$ cat src/rtl/forward_scoreboard.sv
// EX-stage forwarding and load-use hazard unit.
// Tracks the DEPTH instructions ahead of EX in a shift-register scoreboard and
// picks, per source operand, the nearest producer stage to forward from. A load
// that is still too young to forward raises a stall. Stall and forward cycles
// are tallied in saturating counters.
module forward_scoreboard #(
  parameter int unsigned ADDR_W   = 5,
  parameter int unsigned NUM_SRC  = 2,
  parameter int unsigned DEPTH    = 2,
  parameter int unsigned LOAD_LAT = 1,
  parameter int unsigned SEL_W    = 2,
  parameter int unsigned CNT_W    = 16
) (
  input  logic                       clk_i,
  input  logic                       rst_i,
  input  logic                       ex_valid_i,
  input  logic                       ex_regwrite_i,
  input  logic                       ex_load_i,
  input  logic [ADDR_W-1:0]          ex_rd_i,
  input  logic [NUM_SRC*ADDR_W-1:0]  ex_rs_addr_i,
  input  logic [NUM_SRC-1:0]         ex_rs_used_i,
  input  logic                       flush_i,
  output logic [NUM_SRC*SEL_W-1:0]   select_o,
  output logic                       stall_o,
  output logic [CNT_W-1:0]           stall_cnt_o,
  output logic [CNT_W-1:0]           fwd_cnt_o
);

  // The select encoding must be able to name every tracked stage.
  if ((1 << SEL_W) <= DEPTH) begin : g_bad_sel_w
    $error("forward_scoreboard: SEL_W too narrow for DEPTH");
  end

  // Scoreboard, index i holds stage k = i + 1 (index 0 is EX/MEM).
  logic [DEPTH-1:0]             v_q, v_d;
  logic [DEPTH-1:0]             load_q, load_d;
  logic [DEPTH-1:0][ADDR_W-1:0] rd_q, rd_d;

  logic [CNT_W-1:0] stall_cnt_q, stall_cnt_d;
  logic [CNT_W-1:0] fwd_cnt_q, fwd_cnt_d;

  logic [NUM_SRC*SEL_W-1:0] select;
  logic [NUM_SRC-1:0]       hazard;
  logic                     found;
  logic                     stall;
  logic                     ex_enter;
  logic                     any_fwd;

  // Per source: nearest matching producer wins; a too-young load is a hazard.
  always_comb begin
    select = '0;
    hazard = '0;
    found  = 1'b0;
    for (int unsigned j = 0; j < NUM_SRC; j++) begin
      found = 1'b0;
      if (ex_valid_i && ex_rs_used_i[j] &&
          (ex_rs_addr_i[j*ADDR_W +: ADDR_W] != '0)) begin
        for (int unsigned k = 1; k <= DEPTH; k++) begin
          if (!found && v_q[k-1] &&
              (rd_q[k-1] == ex_rs_addr_i[j*ADDR_W +: ADDR_W])) begin
            found = 1'b1;
            if (load_q[k-1] && (k <= LOAD_LAT)) begin
              hazard[j] = 1'b1;
            end else begin
              select[j*SEL_W +: SEL_W] = SEL_W'(k);
            end
          end
        end
      end
    end
  end

  // Flush wins over stall; the killed instruction never enters the scoreboard.
  always_comb begin
    stall    = ex_valid_i & ~flush_i & (|hazard);
    any_fwd  = |select;
    ex_enter = ex_valid_i & ~flush_i & ~stall & ex_regwrite_i & (ex_rd_i != '0);
  end

  // Scoreboard advance: older entries always shift; stage 1 takes EX or a bubble.
  always_comb begin
    v_d    = '0;
    load_d = load_q;
    rd_d   = rd_q;
    for (int unsigned k = 1; k < DEPTH; k++) begin
      v_d[k]    = v_q[k-1];
      load_d[k] = load_q[k-1];
      rd_d[k]   = rd_q[k-1];
    end
    v_d[0]    = ex_enter;
    load_d[0] = ex_load_i;
    rd_d[0]   = ex_rd_i;
  end

  // Saturating event counters.
  always_comb begin
    stall_cnt_d = stall_cnt_q;
    fwd_cnt_d   = fwd_cnt_q;
    if (stall && !(&stall_cnt_q)) begin
      stall_cnt_d = stall_cnt_q + 1'b1;
    end
    if (any_fwd && !stall && !(&fwd_cnt_q)) begin
      fwd_cnt_d = fwd_cnt_q + 1'b1;
    end
  end

  // State registers with synchronous active-low reset.
  always_ff @(posedge clk_i) begin
    if (!rst_i) begin
      v_q         <= '0;
      load_q      <= '0;
      rd_q        <= '0;
      stall_cnt_q <= '0;
      fwd_cnt_q   <= '0;
    end else begin
      v_q         <= v_d;
      load_q      <= load_d;
      rd_q        <= rd_d;
      stall_cnt_q <= stall_cnt_d;
      fwd_cnt_q   <= fwd_cnt_d;
    end
  end

  assign select_o    = select;
  assign stall_o     = stall;
  assign stall_cnt_o = stall_cnt_q;
  assign fwd_cnt_o   = fwd_cnt_q;

endmodule

$ cat config.mk
export PLATFORM = sky130hd
export DESIGN_NAME = forward_scoreboard
export DESIGN_NICKNAME = d
export VERILOG_FILES = /design/src/rtl/forward_scoreboard.sv
export SDC_FILE = /design/constraint.sdc
export NUM_CORES = 1
export LEC_CHECK = 0
export BUFFER_PORTS_ARGS = -buffer_cell sky130_fd_sc_hd__buf_2
export CAP_MARGIN = 25
export CORE_MARGIN = 8
export CORE_UTILIZATION = 32
export DETAILED_ROUTE_END_ITERATION = 6
export GPL_ROUTABILITY_DRIVEN = 0
export PLACE_DENSITY_LB_ADDON = 0.05
export SLEW_MARGIN = 20
export SYNTH_ARGS = -nofsm -noshare
export SYNTH_HDL_FRONTEND = slang
export SYNTH_SLANG_ARGS = --single-unit
$ cat constraint.sdc
create_clock -name clk_i -period 2 [get_ports clk_i]
set_input_delay 0 -clock clk_i [delete_from_list [all_inputs] [get_ports clk_i]]
set_output_delay 0 -clock clk_i [all_outputs]
set_load 0.02 [all_outputs]
### Word level (Yosys, flattened, before mapping)

Index checks and enable logic that the tools add are counted.

* latch bits: 0
* output and inout port bits: 37
* memories: 0
* bits in registers: 45
* bits of input ports: 23
* logic and storage cells: 60
* bits in writable memories: 0
* memory bits (read-only): 0

* bitwise operators: 7
* $add $sub $neg: 2
* equality and inequality tests: 4
* reduce and logical (&&, ||, !) cells: 25
* magnitude comparators: 0
* shifts and indexed selects: 0
* multiply operators: 0
* divide/modulo/power cells: 0
* multiplexer cells: 16

Operator list (number)
* 16-bit by 1-bit adder with 16-bit output (second input constant): 2
* 16-bit AND reduction: 2
* 5-bit == test: 4
* 5-bit nonzero test: 3
* 1-bit logical AND: 13
* 1-bit two-way mux: 12
* 2-bit two-way mux: 4
* 1-bit AND: 5
* 1-bit zero test: 5
* 4-bit OR reduction: 1
* 1-bit inverter: 2
* 2-bit OR reduction: 1

### Logic depth before layout (Yosys ltp)

* depth in word-level cells: 12
* depth in mapped cells: 8
* gate-level depth less buffers: 7

### Worst setup path after synthesis

Ideal clock, no wire load.

* path kind: reg2reg
* start point: register fwd_cnt_q[3] (netlist: fwd_cnt_o[3])
* end point: register fwd_cnt_q[4] (netlist: fwd_cnt_o[4])
* cell stages (with the launch flop): 8
* required time: 1.885 ns
* path slack: -0.164 ns
* period minus slack after synthesis: 2.164 ns
* path buffers: 1
* arrival time: 2.049 ns
* cells stage by stage: dfxtp_1 > and4_1 > nand2_1 > or3_4 > nor3_2 > buf_6 > nor4_1 > o21a_1

* word-level cells in the longest chain between the ends: 3
* elaborated cells on any way between the ends: 4
* classes of those cells: add/sub (1); reduce/logical (3)

RTL lines
* start: declaration: RTL line 40 `logic [CNT_W-1:0] fwd_cnt_q, fwd_cnt_d;`
* start signal: assignment: RTL line 120 `fwd_cnt_q <= fwd_cnt_d;`
* parallel branches: the longest is 3 deep, another holds 16-bit by 1-bit adder with 16-bit output

Several ways; the timed one is not identified.
A chain may end at the register's enable or synchronous reset.

### Worst setup path in the final report

* start point: register rd_q[7] (netlist name)
* end point: register fwd_cnt_q[12] (netlist: fwd_cnt_o[12])

* word-level cells in the longest chain between the ends: 7
* elaborated cells on any way between the ends: 11
* classes of those cells: eq/ne (2); mux (4); reduce/logical (5)

RTL lines
* start: declaration: RTL line 37 `logic [DEPTH-1:0][ADDR_W-1:0] rd_q, rd_d;`
* start signal: assignment: RTL line 118 `rd_q <= rd_d;`
* 5-bit == test: RTL line 60 `(rd_q[k-1] == ex_rs_addr_i[j*ADDR_W +: ADDR_W])) begin`
* 1-bit logical AND: RTL line 59 `if (!found && v_q[k-1] &&`
* 2-bit two-way mux: RTL line 59
* 2-bit two-way mux: RTL line 56 `if (ex_valid_i && ex_rs_used_i[j] &&`
* 4-bit OR reduction *: RTL line 76 `any_fwd = |select;`
* 1-bit logical AND * (2 in series): RTL line 102 `if (any_fwd && !stall && !(&fwd_cnt_q)) begin`

Every way passes the cells marked *; elsewhere a longest branch is shown, timed or not.

==> qor.yml <==
place:
  dpl_cell_area_mm2: 0.00305
  place_hpwl_mm: 4.90
  io_buffers: 59
critical_path:
  path_cells: "xor2_1 > nor4_1 > nand4b_1 > o22ai_2 > a2bb2oi_4 > buf_12 > or4_1 > a21oi_1"
  path_depth: 8
  crit_buf_inv: 1
  critPathRequiredTime_ns: 2.23
  critPathSlowestCell: "or4_1"
  cp_data_arrival_time_ns: 2.40
  cp_max_fo: 10
  startpoint_type: "flop"
  slowest_delay_ns: 0.50
  crit_family: "simple AND/OR/NAND/NOR gates"
  criticalPathCategory: "reg2reg"
  rr_worst_depth: 8
  cp-end-kind: "flop"
timing:
  final-setup-viol-count: 13
  skew_ns: 0.00764
  finalHoldViolCount: 0
  clock.fmax_mhz: 460
  period_needed_ns: 2.17
  slew_violations: 0
  post-route-period-util_pct: 109
  max_slew.worst_pin.slew_ns: 0.607
  maxSlewHeadroom_pct: 59.4
  holdWs_ns: 0.0787
  worst_slack_ns: -0.174
  rsz0062_at_grt: "yes"
cells_and_area:
  stdcell_area_mm2: 0.00368
  layout-drive-gt1-share_pct: 45.4
  fin_nets: 402
  multi_input_area_mm2: 0.00172
  diodes: 0
  final_core_util_pct: 50.8
  regArea_um2: 922
  fillerInstances: 718
  areaGrowthSynthToFinish_pct: 54.4
drt:
  vias_per_cell: 4.82
  drtAntennaViolNets: 0
  wire_per_inst_um: 14.9
  firstDrtPassIters: 4
  drc_errors: 0
  drt_first_iter_violations: 51
  vias: 2292
  wl_mm: 7.09
logic_synthesis:
  synth_compound_area_share_pct: 9.03
  post_synth_main_area_contributors: "dfxtp_1, xnor2_1, nor4_1"
  synth_edf_count: 0
  yosysSeqAreaShare_pct: 37.8
  synth_ff_type: "dfxtp_1"
  ys_seq_elements: 45
  netlist_area_mm2: 0.00238
  synth.largest_area_cell: "dfxtp_1"
  synth_fa_ha_area_share_pct: 1.05
  synth_mux_area_share_pct: 3.78
  synth_simple_gate_area_share_pct: 32.4
  synth_top_area_share_pct: 37.8
  yosysWarnings: 0
  ys_types: 46
  synth_top_family_by_area: "simple AND/OR/NAND/NOR gates"
  async_reset_ff_share_pct: 0
  synth_nets: 291
  synth_xor_area_share_pct: 12.1
  syn_inst: 266
  syn_avg_cell_area_um2: 8.96
cts:
  ctsLongestPathBuffers: 2
  cts.clk_slew.worst_paths_ns: 0.09
  cts_sinks: 45
  clk_latency_ns: 0.30
  htree_levels: 2
  cts_tree: "built"
  numCtsBuffers: 5
  root_buffer: "clkbuf_8"
floorplanning:
  rows: 31
  start_util_pct: 32.9
  die_y_um: 102
  io_pins: 60
  core_mm2: 0.00725
  die_w_um: 102
  die_area_mm2: 0.0105
status:
  violations: "setup timing"
  status: "finished with violations"
power:
  swShare_pct: 23.9
  p_leak_nw: 1.46
  p_int_mw: 1.27
  p_comb_share_pct: 9.8
  clockPowerShare_pct: 35.1
  p_sw_mw: 0.398
  power-per-cell-area_mw_per_mm2: 453
  seq_power_share_pct: 55.1
  ir_drop_mv: 0.220
global_route:
  grt_usage_pct: 13.6
  grt_max_degree: 37
  antenna_found_initial: 0
  grt_pass1_vias: 2312
  grt-ovfl-total: 0
  grt_pass1_wl_mm: 11.4
min_path:
  hp-class: "in2reg"
  hold_path_depth: 4
flow_run:
  cap_violations: 0
-- final timing paths --
kind	from	to	slack (ns)
min reg2reg	fwd_cnt_o[6]	fwd_cnt_o[6]	0.47
max reg2reg	rd_q[7]	fwd_cnt_o[12]	-0.17
min	rst_i	fwd_cnt_o[10]	0.08
max	rd_q[7]	fwd_cnt_o[12]	-0.17
-- power by group through the flow --
stage | clock [mW] | sequential [mW] | combinational, mW
floorplan | 0 | 0.937 | 0.0685
global placement | 0 | 0.940 | 0.140
detailed placement | 0 | 0.940 | 0.139
CTS | 0.606 | 0.920 | 0.154
global route | 0.643 | 0.922 | 0.179
finish | 0.585 | 0.920 | 0.164
-- synthesized netlist by cell type, types with 5 or more instances --
| cell | number |
|---|---|
| dfxtp_1 | 45 |
| nand2_1 | 26 |
| xnor2_1 | 25 |
| nor2_1 | 21 |
| nor4_1 | 16 |
| and2_1 | 12 |
| nand3_1 | 11 |
| mux2i_1 | 9 |
| or4_1 | 9 |
| nand2b_1 | 8 |
| nand4_1 | 8 |
| xor2_1 | 8 |
| a21oi_1 | 5 |
| clkbuf_1 | 5 |
| inv_1 | 5 |
-- metal layers --
layer  GRT usage (%)  up-vias  part of all wire [%]
li1                -     1176                     -
met1            17.9     1071                    47
met2            21.3       41                    47
met3            3.61        4                   5.6
met4            3.50        0                  0.69
met5               0        -                     0
-- through the flow --
step           std cells  power (mW)  worst slack, ns  setup TNS [ns]
6_report             476        1.67           -0.174           -1.14
5_1_grt              476        1.74           -0.259           -3.03
3_3_place_gp         450        1.08           -0.212           -2.51
2_1_floorplan        266        1.01           0.0141               0
4_1_cts              469        1.68           -0.119          -0.498
3_5_place_dp         450        1.08           -0.249           -2.54
-- cells in the final DEF, fill, tap and decap left out, types with 10 or more instances in the layout --
| master | netlist | routed |
|---|---|---|
| xnor2_1 | 25 | 22 |
| nor4_4 | 0 | 10 |
| buf_2 | 1 | 59 |
| dfxtp_2 | 0 | 11 |
| buf_4 | 1 | 37 |
| and2_1 | 12 | 12 |
| nand2_1 | 26 | 25 |
| dfxtp_1 | 45 | 32 |
| nand3_1 | 11 | 11 |
| nor2_1 | 21 | 19 |
-- flip-flops by register name (all words and copies together), names as in the netlist --
register     flops
stall_cnt_o     16
load_q           1
fwd_cnt_o       16
v_q              2
rd_d             5
rd_q             5
-- cell type report --
| cell class | instances | share of cell area, % |
|---|---|---|
| Multi-Input combinational cell | 205 | 46.7 |
| Inverter | 6 | 0.612 |
| Tap cell | 99 | 3.37 |
| Sequential cell | 45 | 25.1 |
| Clock buffer | 7 | 2.35 |
| Timing Repair Buffer | 114 | 22.0 |
-- repair_timing --
| item | CTS | global route |
|---|---|---|
| buffers inserted | 4 | 4 |
| gates resized for setup | 31 | 38 |
| pin swaps | 13 | 24 |
| hold buffers | 7 | 0 |
| setup endpoints to repair | 28 | 33 |
| gates cloned | 1 | 3 |
| endpoints found under the hold margin | 7 | 0 |
-- worst reg2reg max path, stage by stage, from the launching register on --
cell,delay [ns]
dfxtp_2,0.34
xor2_1,0.14
nor4_1,0.29
nand4b_1,0.21
o22ai_2,0.23
a2bb2oi_4,0.10
buf_12,0.15
or4_1,0.50
a21oi_1,0.15
-- kinds of logic after synthesis --
logic type	after synthesis
buffers and inverters	16
flip-flops	45
adder cells (fa/ha/maj)	2
XOR/XNOR	33
multiplexers	9
AO/OA/AOI/OAI	27
AND/OR/NAND/NOR	134
Note: power is estimated with default switching activity, not from simulation.
